## src/rtl/rsa_block_packer.sv

```systemverilog
// rtl/rsa_block_packer.sv - packs a byte stream into (K-1)-bit blocks for rsa_encoder
// and returns each K-bit ciphertext on a valid/ready output port.
module rsa_block_packer #(
  parameter int K       = 12,
  parameter int TIMEOUT = 4095
) (
  input  logic         clk,
  input  logic         rst,
  input  logic [7:0]   in_data,
  input  logic         in_valid,
  input  logic         in_last,
  output logic         in_ready,
  output logic         enc_start,
  output logic [K-1:0] enc_data_in,
  input  logic         enc_done,
  input  logic [K-1:0] enc_data_out,
  output logic [K-1:0] out_data,
  output logic         out_valid,
  output logic         out_last,
  input  logic         out_ready,
  output logic         timeout_err
);

  localparam int B  = K - 1;
  localparam int W  = B + 7;
  localparam int CW = $clog2(W + 1);
  localparam int TW = $clog2(TIMEOUT + 1);

  typedef enum logic [1:0] {S_FILL, S_ENC, S_OUT} state_t;

  state_t         state, state_n;
  logic [W-1:0]   bit_buf;
  logic [CW-1:0]  cnt;
  logic           flush;
  logic           last_pend;
  logic [TW-1:0]  wdog;

  logic           accept;
  logic           have_block;
  logic           pad_block;
  logic           wdog_expired;
  logic [W-1:0]   byte_ext;

  assign accept       = in_valid & in_ready;
  assign have_block   = (cnt >= CW'(B));
  assign pad_block    = flush & (cnt != '0);
  assign wdog_expired = (wdog == TW'(TIMEOUT - 1));
  assign byte_ext     = {in_data, {(W-8){1'b0}}};

  always_ff @(posedge clk or posedge rst) begin
    if (rst) begin
      state <= S_FILL;
    end else begin
      state <= state_n;
    end
  end

  always_comb begin
    state_n = state;
    case (state)
      S_FILL: if (have_block || pad_block) state_n = S_ENC;
      S_ENC: begin
        if (enc_done)          state_n = S_OUT;
        else if (wdog_expired) state_n = S_FILL;
      end
      S_OUT:  if (out_ready) state_n = S_FILL;
      default: state_n = S_FILL;
    endcase
  end

  always_comb begin
    in_ready  = (state == S_FILL) && (cnt < CW'(B)) && !flush;
    out_valid = (state == S_OUT);
  end

  // Bits below cnt in bit_buf are always zero, so appending is a plain OR.
  always_ff @(posedge clk or posedge rst) begin
    if (rst) begin
      bit_buf     <= '0;
      cnt         <= '0;
      flush       <= 1'b0;
      last_pend   <= 1'b0;
      wdog        <= '0;
      enc_start   <= 1'b0;
      enc_data_in <= '0;
      out_data    <= '0;
      out_last    <= 1'b0;
      timeout_err <= 1'b0;
    end else begin
      case (state)
        S_FILL: begin
          if (accept) begin
            bit_buf <= bit_buf | (byte_ext >> cnt);
            cnt     <= cnt + CW'(8);
            if (in_last) flush <= 1'b1;
          end else if (have_block) begin
            enc_data_in <= {1'b0, bit_buf[W-1 -: B]};
            bit_buf     <= bit_buf << B;
            cnt         <= cnt - CW'(B);
            last_pend   <= flush && (cnt == CW'(B));
            enc_start   <= 1'b1;
            wdog        <= '0;
          end else if (pad_block) begin
            enc_data_in <= {1'b0, bit_buf[W-1 -: B]};
            bit_buf     <= '0;
            cnt         <= '0;
            last_pend   <= 1'b1;
            enc_start   <= 1'b1;
            wdog        <= '0;
          end else if (flush) begin
            flush <= 1'b0;
          end
        end
        S_ENC: begin
          if (enc_done) begin
            out_data  <= enc_data_out;
            out_last  <= last_pend;
            enc_start <= 1'b0;
          end else if (wdog_expired) begin
            timeout_err <= 1'b1;
            enc_start   <= 1'b0;
          end else begin
            wdog <= wdog + TW'(1);
          end
        end
        S_OUT: begin
          if (out_ready && out_last) flush <= 1'b0;
        end
        default: ;
      endcase
    end
  end

endmodule

```

## config.mk

```make
export PLATFORM = sky130hd
export DESIGN_NAME = rsa_block_packer
export DESIGN_NICKNAME = d
export VERILOG_FILES = /design/src/rtl/rsa_block_packer.sv
export SDC_FILE = /design/constraint.sdc
export NUM_CORES = 1
export LEC_CHECK = 0
export CELL_PAD_IN_SITES_DETAIL_PLACEMENT = 1
export CELL_PAD_IN_SITES_GLOBAL_PLACEMENT = 2
export CORE_MARGIN = 2
export CORE_UTILIZATION = 37
export CTS_BUF_LIST = sky130_fd_sc_hd__clkbuf_8
export DETAILED_ROUTE_END_ITERATION = 10
export PLACE_DENSITY = 0.91
export SKIP_LAST_GASP = 1
export SLEW_MARGIN = 20
export SYNTH_ARGS = -nofsm -noshare
export SYNTH_HDL_FRONTEND = slang
export SYNTH_SLANG_ARGS = --single-unit
```

## constraint.sdc

```tcl
create_clock -name clk -period 4.1 [get_ports clk]
set_input_delay 0.41 -clock clk [delete_from_list [all_inputs] [get_ports clk]]
set_output_delay 0.41 -clock clk [all_outputs]
set_load 0.01 [all_outputs]
```

==> flow_summary.rst <==
.. list-table::
   :header-rows: 1

   * - Metric
     - Value
   * - Drt drc
     - 0
   * - Slew headroom
     - 38.2%
   * - Vias in the first global route
     - approximately 3,000
   * - Min cycle time layout
     - 3.18 ns
   * - Final antenna diode count
     - 0
   * - Net load switching power
     - between 1 and 1.5 mW
   * - Unrepaired setup endpoints after global routing
     - false
   * - Average detailed-routed wire length per instance
     - between 15 and 20 microns
   * - Final instance area
     - between 4000 and 5000 sq um
   * - Data arrival time of the worst path
     - between 2 and 3 ns
   * - Detailed-placement wirelength estimate
     - around 6300 microns
   * - Syn_area_per_cell
     - between 9 and 10 sq um
   * - Total negative slack for setup checks
     - 0 ns
   * - Relative contribution of sequential cells to total power
     - a little under two fifths
   * - Buffers added on ports
     - 53
   * - Total Wirelength
     - 8800 microns
   * - # IOs
     - 55
   * - Total number of yosys warnings
     - 0
   * - Netlist area before placement
     - between 3000 and 4000 sq um
   * - Via density per instance
     - roughly 5.5
   * - Height of the die
     - 100 microns
   * - Horiz. Die Dim
     - roughly 100 microns
   * - TritonCTS clock tree
     - done
   * - Synthesized Nets
     - approximately 400
   * - Flop and latch count out of synthesis
     - between 60 and 70
   * - Synthesized instance count
     - approximately 360
   * - Post-layout nets
     - roughly 440
   * - Wire length of the first global-routing pass
     - roughly 15,000 microns
   * - Tcrit/Tclk final
     - between 70% and 80%
   * - Most frequently used flop master after synthesis
     - dfrtp_1
   * - 1st-pass router iterations
     - 4
   * - Required time reported for the critical path endpoint
     - 3.69 ns
   * - 1st-iter DRT viols
     - around 70
   * - Row count
     - 35
   * - Cell type with the largest total area after synthesis
     - dfrtp_1
   * - Worst Tran Pin Value
     - between 0.9 and 1 ns
   * - CTS Hold Bufs
     - 0
   * - Highest clock frequency the design can meet
     - approximately 310 MHz
   * - Count of flip-flops with a built-in enable after synthesis
     - 0
   * - Top-count cell post-synth
     - dfrtp_1
   * - DR vias
     - around 2,900
   * - Main area contributors after synthesis
     - dfrtp_1 (47%), mux2_2 (6.5%), nand2_1 (6.4%)
   * - Fraction of layout instances using a drive strength above 1
     - between 10 and 15%
   * - Ys async rst share
     - 100%
   * - Number of buffers added by the clock tree synthesis step
     - 9
   * - Clk Latency, worst-skew pair
     - between 0.3 and 0.4 ns
   * - Placer Congestion
     - 0.833
   * - Min-delay worst type
     - flip-flop to flip-flop
   * - Clock buffer depth
     - 2
   * - Number of gates given a new drive strength after cts
     - 0
   * - Core region area
     - 9110 sq um
   * - Filler cell count
     - roughly 1,100
   * - Overall Global Routing Usage
     - between 10% and 20%
   * - Proportion of total power due to net switching
     - between 40% and 50%
   * - Clock sinks
     - 65
   * - Clk network pwr share
     - around 17%
   * - Initial core utilization
     - 37.8%
   * - Kind of launch point of the worst setup path
     - flip-flop
   * - Setup clock skew after layout
     - between 0.01 and 0.015 ns
   * - Number of violations of the max-capacitance limit
     - 0
   * - Commonest cells in the synthesized netlist
     - dfrtp_1 (65), nand2_1 (59), a21oi_1 (27)
   * - Critical Path Sink Type
     - output port
   * - Post-CTS setup-driven buffer insertion count
     - 0
   * - Share of Yosys cell area claimed by the top area cell type
     - around 47%
   * - Clock tree root driver cell
     - clkbuf_8
   * - Remaining global-route overflow
     - 0
   * - Result of the run
     - complete, no violations
   * - Area added between synthesis and finish
     - 22.8%
   * - Max FO, Critical Path
     - 20
   * - Clock slew at reported path FFs
     - 0.08 ns
   * - Leakage component of the power
     - around 1.8 nW
   * - Combinational power share
     - between 40% and 50%
   * - WS Path Type
     - flip-flop to output port
   * - Number of antenna violations at the first check in global routing
     - 0
   * - Placement Cell Area
     - about 4000 sq um
   * - Worst IR Drop VDD
     - roughly 0.22 mV
   * - Number of levels the H-tree was split into
     - 3
   * - DRT antenna net count
     - 0
   * - Synth unique cells
     - 51
   * - Largest net degree at the start of global routing
     - 45
   * - Total count of hold-check failures in the final report
     - 0
   * - Power density relative to cell area
     - 723 nW/um^2
   * - Slew Limit Fails
     - 0
   * - Final setup violating endpoints
     - 0
   * - Die Footprint
     - just over 10,000 sq um
   * - Seq/Total Area, Yosys
     - roughly 47%
   * - P_int
     - 1.76 mW
-- layer usage --
| layer | share of wire [%] | vias up | global-route usage (%) | wire [microns] |
|---|---|---|---|---|
| met3 | 3.4 | 13 | 5.08 | 303 |
| met1 | 46 | 1452 | 24.1 | 4080 |
| met4 | 1.4 | 0 | 4.53 | 126 |
| met5 | 0 | - | 0 | 0 |
| li1 | - | 1381 | - | - |
| met2 | 49 | 56 | 30.5 | 4300 |
-- final timing paths --
kind	from	depth (start not counted)	to	slack, ns
min in group asynchronous	rst	2	enc_data_in[5]$_DFFE_PP0P_	0.60
worst max-delay path	cnt[3]$_DFFE_PP0P_	5	in_ready	0.92
worst min register to register	timeout_err$_DFFE_PP0P_	1	timeout_err$_DFFE_PP0P_	0.47
worst max register to register	cnt[3]$_DFFE_PP0P_	6	wdog[11]$_DFFE_PP0P_	1.22
worst min-delay path	timeout_err$_DFFE_PP0P_	1	timeout_err$_DFFE_PP0P_	0.47
max in group asynchronous	rst	3	out_data[6]$_DFFE_PP0P_	2.66
-- power by group through the flow --
stage / combinational (mW) / clock (mW) / sequential [mW]
2_1_floorplan: 0.964 / 0 / 1.04
3_3_place_gp: 1.36 / 0 / 1.13
3_5_place_dp: 1.40 / 0 / 1.14
4_1_cts: 1.41 / 0.543 / 1.12
5_1_grt: 1.56 / 0.567 / 1.17
6_report: 1.40 / 0.523 / 1.13
-- worst max-delay path: stages, from the launching register on --
cell and delay, ns:
dfrtp_1 0.62, ha_1 0.34, a21oi_1 0.38, nand2_1 0.26, nor3_1 0.24, clkdlybuf4s50_1 0.58
-- cell type report --
type	instances	area (sq um)	share of cell area, %
well taps	111	139	3.29
clock buffers	12	165	3.91
flip-flops and latches	65	1630	38.5
multi-input cells	264	1670	39.6
clock inverters	4	26.3	0.622
inverters	11	41.3	0.977
repair buffers	56	553	13.1
-- cells in the final DEF, fill, tap and decap left out, types with 6 or more instances in the layout --
master / synthesis / layout
or4_1: 6 / 6
o21ai_0: 23 / 23
nand3_1: 14 / 14
dfrtp_1: 65 / 65
a22oi_1: 7 / 7
o31ai_1: 7 / 7
nor2_1: 18 / 18
inv_1: 10 / 9
a31oi_1: 6 / 6
mux2_2: 20 / 20
nor2b_1: 7 / 7
clkdlybuf4s50_1: 0 / 53
mux2i_1: 10 / 10
a21oi_1: 27 / 27
nand2_1: 59 / 59
clkbuf_8: 0 / 12
-- metrics by stage --
stage	hold slack (ns)	utilization, %	power (mW)	instances	worst slack [ns]
floorplan	0.439	-	2.01	361	1.86
global placement	0.443	44.2	2.49	506	1.41
detailed placement	0.457	44.2	2.54	506	1.33
CTS	0.469	46.3	3.07	522	0.928
global route	0.507	46.4	3.29	523	0.782
finish	0.466	46.4	3.05	523	0.924
-- flip-flops by register name (all words and copies together), names as in the netlist --
name and flops:
state 2, flush 1, cnt 5, out_data 12, timeout_err 1, enc_data_in 11
enc_start 1, out_last 1, wdog 12, bit_buf 18, last_pend 1
-- cells by family (layout without fill, tap and decap cells) --
family,after synthesis,in the layout,synth area share (%)
AND/OR/NAND/NOR,136,136,19.8
multiplexers,31,31,10.1
flip-flops,65,65,47.3
buffers and inverters,32,83,4.07
other,1,1,0.109
AO/OA/AOI/OAI,91,91,16.8
adder cells (fa/ha/maj),5,5,1.82
Power figures use the tool's default switching activity.
